===== src/rtl/mov_pkg.sv =====
// Shared encodings for the MOV/shift slice: operation modes and FSM states.
package mov_pkg;

  localparam logic [1:0] MODE_MOV = 2'b00;
  localparam logic [1:0] MODE_SHL = 2'b01;
  localparam logic [1:0] MODE_SHR = 2'b10;
  localparam logic [1:0] MODE_ROR = 2'b11;

  typedef enum logic [1:0] {
    ST_IDLE  = 2'd0,
    ST_SHIFT = 2'd1,
    ST_DONE  = 2'd2
  } state_t;

endpackage


===== src/rtl/mov_shift_step.sv =====
// Combinational single-bit step of the MOV/shift slice; MOV passes the word through.
module mov_shift_step
  import mov_pkg::*;
#(
  parameter int SIZE = 8
) (
  input  logic [1:0]      i_mode,
  input  logic [SIZE-1:0] i_w,
  output logic [SIZE-1:0] o_w_next
);

  always_comb begin
    o_w_next = i_w;
    case (i_mode)
      MODE_SHL: o_w_next = {i_w[SIZE-2:0], 1'b0};
      MODE_SHR: o_w_next = {1'b0, i_w[SIZE-1:1]};
      MODE_ROR: o_w_next = {i_w[0], i_w[SIZE-1:1]};
      default:  o_w_next = i_w;
    endcase
  end

endmodule


===== src/rtl/mov_shift_unit.sv =====
// Registered MOV / SHL / SHR / ROR slice with start/busy/done handshake.
// Define MOV_SHIFT_FAST_EN for a single-cycle barrel-shifter build instead of the iterative engine.
module mov_shift_unit
  import mov_pkg::*;
#(
  parameter int SIZE = 8
) (
  input  logic            clk,
  input  logic            rst,
  input  logic            start,
  input  logic [1:0]      mode,
  input  logic [SIZE-1:0] a,
  input  logic [SIZE-1:0] b,
  output logic            busy,
  output logic            done,
  output logic [SIZE-1:0] c,
  output logic [1:0]      dbg_state
);

  localparam int SHW = $clog2(SIZE);

  // Handshake: start is sampled only while idle; done pulses for one cycle
  // with c freshly updated, and busy covers every non-idle cycle including done.
  state_t          r_state;
  logic [SIZE-1:0] r_c;
  logic            r_done;
  logic            w_unused_a;

  assign w_unused_a = ^a[SIZE-1:SHW];

`ifdef MOV_SHIFT_FAST_EN
  // Stage i holds b stepped i times; the amount selects the stage directly.
  logic [SIZE-1:0] w_chain [SIZE];

  assign w_chain[0] = b;

  for (genvar gi = 0; gi < SIZE - 1; gi++) begin : g_chain
    mov_shift_step #(.SIZE(SIZE)) u_step (
      .i_mode   (mode),
      .i_w      (w_chain[gi]),
      .o_w_next (w_chain[gi+1])
    );
  end

  always_ff @(posedge clk) begin
    if (rst) begin
      r_state <= ST_IDLE;
      r_c     <= '0;
      r_done  <= 1'b0;
    end else begin
      r_done <= 1'b0;
      case (r_state)
        ST_IDLE: begin
          if (start) begin
            r_c     <= w_chain[a[SHW-1:0]];
            r_done  <= 1'b1;
            r_state <= ST_DONE;
          end
        end
        default: r_state <= ST_IDLE;
      endcase
    end
  end
`else
  logic [SIZE-1:0] r_w;
  logic [SHW-1:0]  r_cnt;
  logic [1:0]      r_mode;
  logic [SIZE-1:0] w_step;

  mov_shift_step #(.SIZE(SIZE)) u_step (
    .i_mode   (r_mode),
    .i_w      (r_w),
    .o_w_next (w_step)
  );

  always_ff @(posedge clk) begin
    if (rst) begin
      r_state <= ST_IDLE;
      r_w     <= '0;
      r_cnt   <= '0;
      r_mode  <= MODE_MOV;
      r_c     <= '0;
      r_done  <= 1'b0;
    end else begin
      r_done <= 1'b0;
      case (r_state)
        ST_IDLE: begin
          if (start) begin
            r_w    <= b;
            r_cnt  <= a[SHW-1:0];
            r_mode <= mode;
            // Nothing to shift: the result is b itself, published right away.
            if (mode == MODE_MOV || a[SHW-1:0] == '0) begin
              r_c     <= b;
              r_done  <= 1'b1;
              r_state <= ST_DONE;
            end else begin
              r_state <= ST_SHIFT;
            end
          end
        end
        ST_SHIFT: begin
          r_w   <= w_step;
          r_cnt <= r_cnt - SHW'(1);
          if (r_cnt == SHW'(1)) begin
            r_c     <= w_step;
            r_done  <= 1'b1;
            r_state <= ST_DONE;
          end
        end
        ST_DONE: r_state <= ST_IDLE;
        default: r_state <= ST_IDLE;
      endcase
    end
  end
`endif

  assign busy      = (r_state != ST_IDLE);
  assign done      = r_done;
  assign c         = r_c;
  assign dbg_state = r_state;

endmodule


===== config.mk =====
export PLATFORM = sky130hd
export DESIGN_NAME = mov_shift_unit
export DESIGN_NICKNAME = d
export VERILOG_FILES = /design/src/rtl/mov_pkg.sv /design/src/rtl/mov_shift_step.sv /design/src/rtl/mov_shift_unit.sv
export SDC_FILE = /design/constraint.sdc
export NUM_CORES = 1
export LEC_CHECK = 0
export ABC_CLOCK_PERIOD_IN_PS = 3700
export CAP_MARGIN = 0
export CORE_ASPECT_RATIO = 1.25
export CORE_MARGIN = 2
export CORE_UTILIZATION = 35
export CTS_BUF_LIST = sky130_fd_sc_hd__clkbuf_8
export CTS_CLUSTER_SIZE = 10
export DETAILED_ROUTE_END_ITERATION = 16
export DONT_BUFFER_PORTS = 1
export GPL_ROUTABILITY_DRIVEN = 0
export SLEW_MARGIN = 25
export SYNTH_ARGS = -nofsm -noshare
export SYNTH_HDL_FRONTEND = slang
export SYNTH_SLANG_ARGS = --single-unit

===== constraint.sdc =====
create_clock -name clk -period 3.7 [get_ports clk]
set_clock_uncertainty 0.15 [all_clocks]
set_input_delay 0.74 -clock clk [delete_from_list [all_inputs] [get_ports clk]]
set_output_delay 0.74 -clock clk [all_outputs]
set_load 0.03 [all_outputs]

# Yosys cells after proc, flatten, opt, wreduce, memory -nomap -nowiden
# Index checks and enable logic that the tools add are counted.
[word_totals]
ff_bits = 24
out_inout_bits = 12
in_bits = 21
[classes]
eq_ne = 8
n_mux = 17
reduce_logical = 10
addsub = 1
[ops]
columns = ["cell", "n"]
rows = [
  ["$mux 8", 4],
  ["$pmux 8 s2", 2],
  ["$pmux 8 s3", 1],
  ["$mux 2", 3],
  ["$ne 2x2->1 const B", 3],
  ["$pmux 3 s2", 1],
  ["$reduce_and 2->1", 3],
  ["$eq 2x1->1 const B", 2],
  ["$eq 2x2->1 const B", 2],
  ["$logic_not 2->1", 2],
  ["$pmux 2 s2", 1],
  ["$reduce_and 4->1", 1],
  ["$reduce_bool 2->1", 2],
  ["$eq 3x1->1 const B", 1],
  ["$logic_not 3->1", 1],
  ["$mux 1", 3],
  ["$mux 3", 1],
  ["$sub 3x1->3 const B", 1],
  ["$pmux 1 s2", 1],
  ["$logic_or 1x1->1", 1],
]

# Logic depth before layout (Yosys ltp)
# Gate-level depths: netlist of run 1.
[depth]
ltp_word = 5
depth_mapped = 7
ltp_nobuf = 6

# Modules after synthesis
# Synthesis of run 1 repeated with hierarchy kept, for this count alone.
[hier_totals]
hier_cells = 152
hier_area_um2 = 1327.5
[by_module_without_submodules]
columns = ["mod", "area_per_inst_um2", "instances", "cells_each"]
rows = [
  ["mov_shift_unit", 1168.6, 1, 128],
  ["mov_shift_step", 158.9, 1, 24],
]

# Worst setup path before layout of run 1
# OpenSTA, ideal clock, no wires.
[synth_timing]
path_kind = "input -> register"
from = "input port a[2]"
to = "register r_c[5] (netlist: c[5])"
path_stages = 5
setup_slack_ns = 1.820
setup_time_ns = 0.079
n_path_buf = 1
arrival_time_ns = 1.651
path_cell_list = "o32ai_2 o2bb2ai_4 buf_12 nor2_2 a211oi_2"
[synth_via]
elab_chain_len = 4
[synth_lines]
columns = ["element", "line", "rtl"]
rows = [
  ["start, declared", "mov_shift_unit.sv:12", "input logic [SIZE-1:0] a,"],
  ["$logic_not 3->1", "mov_shift_unit.sv:93", "if (mode == MODE_MOV || a[SHW-1:0] == '0) begin"],
  ["$logic_or 1x1->1", "mov_shift_unit.sv:93", ""],
  ["$ne 2x2->1 (no source line)", "--", ""],
  ["$reduce_and 4->1 (no source line)", "--", ""],
  ["end signal, assigned", "mov_shift_unit.sv:106", "r_c <= w_step;"],
  ["end, declared", "mov_shift_unit.sv:25", "logic [SIZE-1:0] r_c;"],
]
# Every way passes these cells.
# A chain may end at the register's enable or synchronous reset.

# Worst setup path after layout of run 1
[layout_timing]
from = "register r_state[0] (netlist: dbg_state[0])"
to = "output port busy"
[layout_via]
elab_chain_len = 1
[layout_lines]
columns = ["element", "line", "rtl"]
rows = [
  ["start, declared", "mov_shift_unit.sv:24", "state_t r_state;"],
  ["start signal, assigned", "mov_shift_unit.sv:78", "r_state <= ST_IDLE;"],
  ["start signal, assigned", "mov_shift_unit.sv:96", "r_state <= ST_DONE;"],
  ["start signal, assigned", "mov_shift_unit.sv:98", "r_state <= ST_SHIFT;"],
  ["$reduce_bool 2->1", "mov_shift_unit.sv:118", "assign busy = (r_state != ST_IDLE);"],
  ["end, declared", "mov_shift_unit.sv:14", "output logic busy,"],
]
# Every way passes these cells.

==> impl_results.md, run 1 <==
* Post-CTS Setup Bufs at 0
* Cell area after synthesis at 1280 sq um
* CP max FO at 10
* Std cell rows at 24
* Core Region at 3510 sq um
* GRT Util Overall at 0.132
* Share of cells above drive strength 1 at 0.162
* Commonest non-fill, non-tap cells in the layout: dfxtp_1, nor2_1, a211oi_1
* Internal reg-to-reg setup slack at 1.60 ns
* CP arrival at 1.32 ns
* Drt drc at 0
* Reg2Reg Launch Point: dbg_state[0]
* Full die area at roughly 4200 sq um
* Syn_nets at 159
* RSZ-0062 raised after global routing: false
* Final wirelength at 2.57 mm
* Congestion Overflow GR at 0
* Synth Warn # at 0
* Detailed Place HPWL at 1.83 mm
* Layout area overhead at 2.24%
* First-pass GRT wire length at 4.26 mm
* Ys flop type: dfxtp_1
* Worst hold start: r_cnt[1]
* Crit start category: flip-flop
* Die Y at 71.7 um
* Worst reg-to-reg path cell count at 4
* Vias in the first global route at just over 900
* Critical path class: flip-flop to primary output
* Drt pass-1 iters at 4
* Peak VDD IR at between 0.2 and 0.25 mV
* Post-route ant nets at 0
* Via count at 941
* Post-synth ARST share at 0
* Delay-heaviest family, CP: flip-flops
* Initial core utilization at 0.365
* CP Capture Type: primary output
* N_diodes at 0
* # hold bufs at CTS at 0
* Final Max Slew Viols at 0
* Reg-to-Reg End: r_cnt[0]
* Footprint of the multi-input gates at around 710 sq um
* Post-synth EDFFs at 0
* Worst Hold Depth at 2
* Power density cells at 483 nW/um^2
* Reg area at between 400 and 500 sq um
* Routed WL per cell at between 15 and 20 um
* Minimum clock period at 2.21 ns
* Sequential area share after synthesis at 0.374
* Worst path bufs/invs at 0
* Number of max-cap violations at 0
* Initial antenna violation count at 0
* Post-CTS resize count at 0
* Final Hold Viols at 0
* CTS tree: built
* Clk root buf: clkbuf_8
* Final count of negative-setup-slack endpoints at 0
* Worst path cell trace: or2_2
* Nets at 154
* Avg Cell Area, Syn at 9.44 sq um
* Largest net degree at the start of global routing at 26
* H-Tree Depth at 1
* Cells after synthesis at 136
* F_max at 0.453 GHz
* End-of-flow core utilization at 0.374
* Inserted Clock Buffers at 3
* Fin Setup TNS at 0 ns
* Status: finished, final reports clean
* Endpoint, Worst Hold: r_cnt[1]
* #FFs+latches synth at 24
* Worst-path clk slew at 0.09 ns
* Io pins at 33
* PortBufs at 0
* Fill cell count at 357
* Static Leakage at 0.449 nW
* Slew Limit Headroom at 0.414
* Required time worst endpoint at 2.81 ns
* Unique cell type count in the Yosys netlist at 37
* Fin crit share at 0.597
* Worst-Margin Slew at approximately 0.9 ns
* CP peak stage delay at 0.73 ns
* Starting DRT DRC Count at 82
* Sink Count at 24
* Hold Crit Class: flip-flop to flip-flop
* CTS max path bufs at 2
* Slowest stage cell on the critical path: dfxtp_1
* Clk_lat worst skew at ~0.27 ns
* Routed vias/inst at 5.57
* Die W at 58.2 um
* Commonest non-fill, non-tap cell in the layout: dfxtp_1
## synth_stat cells (4+ instances only)
| master | n | area [sq um] |
|---|---|---|
| dfxtp_1 | 24 | 480 |
| inv_1 | 4 | 15.0 |
| nand2_1 | 9 | 33.8 |
| clkbuf_1 | 4 | 15.0 |
| mux2i_1 | 14 | 140 |
| o21ai_0 | 6 | 30.0 |
| a211oi_1 | 15 | 113 |
| nor2_1 | 20 | 75.1 |
| nor3_1 | 5 | 25.0 |
## routing by layer
metal	vias up	GRT usage	wire length (um)
li1	476	-	-
met4	0	0.0543	47
met1	433	0.160	1140
met2	27	0.220	1220
met3	5	0.0343	162
met5	-	0	0
## worst max path at each step
stage	start	end	slack, ns	cells past startpoint
2_1_floorplan	a[2]	c[5]	1.82	5
3_3_place_gp	dbg_state[0]	r_w[0]	1.59	4
3_5_place_dp	dbg_state[0]	r_cnt[0]	1.55	4
4_1_cts	dbg_state[0]	busy	1.48	1
5_1_grt	dbg_state[0]	r_w[4]	1.38	4
6_report	dbg_state[0]	busy	1.49	1
## cell type report
class / count / area share
Clock buffer: 4 / 0.0419
Inverter: 4 / 0.0114
Sequential cell: 24 / 0.366
Multi-Input combinational cell: 98 / 0.543
Tap cell: 39 / 0.0372
## stage by stage
| step | area [sq um] | instances | total power [mW] | hold slack (ns) | setup slack (ns) |
|---|---|---|---|---|---|
| finish | 1310 | 169 | 0.634 | 0.348 | 1.49 |
| global route | 1310 | 169 | 0.672 | 0.358 | 1.38 |
| CTS | 1310 | 169 | 0.641 | 0.347 | 1.48 |
| detailed placement | 1260 | 165 | 0.464 | 0.335 | 1.55 |
| global placement | 1260 | 165 | 0.459 | 0.326 | 1.59 |
| floorplan | 1280 | 136 | 0.453 | 0.308 | 1.82 |
## cells by family after synthesis
logic type      after synthesis  synth area share
simple gates                 44             0.168
compound gates               36             0.242
flops                        24             0.374
mux                          16             0.127
buf+inv                      14            0.0702
fa+ha+maj                     2            0.0195
## state kept, by name, indices dropped and copies added, names as in the netlist
register and flops:
dbg_state 2, r_w 8, r_mode 2, r_cnt 3
done 1, c 8
## report_power, final
group          leakage [nW]  switching [mW]  internal, mW
registers             0.198          0.0499         0.285
logic                 0.222          0.0667        0.0547
clock network        0.0288          0.0822        0.0950
No activity file was read; power rests on OpenSTA's default activity.
==> run 2: changes to the inputs <==
--- a/config.mk
+++ b/config.mk
@@ -5,7 +5,7 @@
 export SDC_FILE = /design/constraint.sdc
 export NUM_CORES = 1
 export LEC_CHECK = 0
-export ABC_CLOCK_PERIOD_IN_PS = 3700
+export ABC_CLOCK_PERIOD_IN_PS = 1930
 export CAP_MARGIN = 0
 export CORE_ASPECT_RATIO = 1.25
 export CORE_MARGIN = 2
==> constraint.sdc (replaced) <==
create_clock -name clk -period 1.93 [get_ports clk]
set_clock_uncertainty 0.15 [all_clocks]
set_input_delay 0.386 -clock clk [delete_from_list [all_inputs] [get_ports clk]]
set_output_delay 0.386 -clock clk [all_outputs]
set_load 0.03 [all_outputs]
==> run 2 against run 1 <==
Against the previous run: die area stayed put; highest routed layer unchanged; critical path depth is 1 higher; combinational power is 110% higher; largest cell class unchanged; non-clock buffer count is 5 higher; count of clock-buffer cells in the layout stayed put.
==> impl_results.md, run 2 (same netlist as run 1, synthesis figures left out) <==
* CP max FO at 9 (-1)
* Full die area at 4170 sq um (unchanged)
* Required time worst endpoint at 1.39 ns (-1.42 ns)
* WHS at 0.0206 ns (-0.328 ns)
* Congestion Overflow GR at 0 (unchanged)
* Final wirelength at 2.59 mm (+1.0%)
* CTS tree: built
* Crit start category: flip-flop
* Final count of negative-setup-slack endpoints at 0 (unchanged)
* Largest net degree at the start of global routing at 26 (unchanged)
* Worst path cell trace: buf_4 > or2_2
* Inst Count DP at 170 (+3.0%)
* End-of-flow core utilization at 0.384 (+0.0107)
* Drt pass-1 iters at 4 (unchanged)
* Final Hold Viols at 0 (unchanged)
* Die W at 58.2 um (unchanged)
* GRT Util Overall at 0.136 (+0.00360)
* Static Leakage at 0.474 nW (+5.7%)
* N_diodes at 0 (unchanged)
* Post-CTS Setup Bufs at 0 (unchanged)
* First-pass GRT wire length at 4.43 mm (+4.0%)
* Slew Limit Headroom at 0.683 (+0.268)
* CP peak stage delay at 0.42 ns (-0.31 ns)
* Fin Setup TNS at 0 ns (unchanged)
* Post-route ant nets at 0 (unchanged)
* Slowest stage cell on the critical path: dfxtp_1
* Initial core utilization at 0.365 (unchanged)
* F_max at 0.558 GHz
* H-Tree Depth at 1 (unchanged)
* Initial antenna violation count at 0 (unchanged)
* Layout area overhead at 5.17%
* Status: finished, final reports clean
* Critical path class: flip-flop to primary output
* PortBufs at 0 (unchanged)
* Minimum clock period at between 1.5 and 2 ns
* Share of cells above drive strength 1 at 0.193 (+0.0311)
* Std cell rows at 24 (unchanged)
* Io pins at 33 (unchanged)
* Worst path bufs/invs at 1 (+1)
* Die Y at 71.7 um (unchanged)
* CP arrival at 1.26 ns (-0.06 ns)
* Power density cells at 912 nW/um^2 (+89%)
* RSZ-0062 raised after global routing: false
* Commonest non-fill, non-tap cell in the layout: dfxtp_1
* Core Region at 3510 sq um (unchanged)
* Clk_lat worst skew at 0.27 ns (about the same)
* Via count at 982 (+4.4%)
* Routed WL per cell at 14.9 um (-1.9%)
* # hold bufs at CTS at 0 (unchanged)
* Final Max Slew Viols at 0 (unchanged)
* Delay-heaviest family, CP: flip-flops
* Routed vias/inst at 5.64 (+1.4%)
* CP Capture Type: primary output
* Starting DRT DRC Count at 50 (-39%)
* Vias in the first global route at 1026 (+13%)
* Fill cell count at 365 (+2.2%)
* Nets at 159 (+3.2%)
* Worst-Margin Slew at 0.475 ns (-0.400 ns)
* Commonest non-fill, non-tap cells in the layout: dfxtp_1, nor2_1, a211oi_1
* Worst-path clk slew at 0.09 ns (about the same)
* Drt drc at 0 (unchanged)
* Post-CTS resize count at 0 (unchanged)
* Detailed Place HPWL at 1.91 mm (+4.1%)
* Sink Count at 24 (unchanged)
* Non-Filler Instances at 174 (+3.0%)
* Inserted Clock Buffers at 3 (unchanged)
* Peak VDD IR at 0.439 mV (+120%)
* Number of max-cap violations at 0 (unchanged)
* Clk root buf: clkbuf_8
* Fin crit share at 0.929
* Hold Crit Class: input pin to flip-flop
* CTS max path bufs at 2 (unchanged)
run 2: cell types whose count changed in the layout (fill, tap and decap cells not counted), sizes merged:
cell  before  now
buf        0    5
run 2: layout make-up:
class | count | area (sq um) | share of cell area
clock buffers | 4 | 55.1 | 0.0408
repair buffers | 5 | 37.5 | 0.0278
inverters | 4 | 15.0 | 0.0111
well taps | 39 | 48.8 | 0.0361
multi-input cells | 98 | 713 | 0.528
flip-flops and latches | 24 | 480 | 0.356
run 2: path summary, 6_finish.rpt:
| check | from | endpoint | slack (ns) | depth (start not counted) |
|---|---|---|---|---|
| setup / recovery | dbg_state[0] | busy | 0.14 | 2 |
| hold / removal | rst | c[6] | 0.02 | 1 |
| setup reg to reg | dbg_state[0] | c[7] | 0.22 | 4 |
| hold reg to reg | r_cnt[1] | r_cnt[1] | 0.34 | 2 |
run 2: per-layer routing:
metal / global-route usage / vias to the layer above / wire length [um]
li1: - / 489 / -
met1: 0.159 / 456 / 1130
met2: 0.229 / 33 / 1260
met3: 0.0325 / 4 / 176
met4: 0.0672 / 0 / 33
met5: 0 / - / 0
run 2: through the flow:
stage                     instance area [sq um]  power (mW)  setup slack (ns)
after CTS                                  1350        1.24             0.129
after floorplan                            1280       0.869             0.255
after detailed placement                   1290       0.904             0.232
after global routing                       1350        1.30            0.0347
after global placement                     1290       0.895             0.261
final                                      1350        1.23             0.136
run 2: power by group:
group          total, mW  switching [mW]  internal, mW
logic              0.259           0.142         0.117
clock network      0.342           0.160         0.182
registers          0.631          0.0844         0.546
total               1.23           0.386         0.845
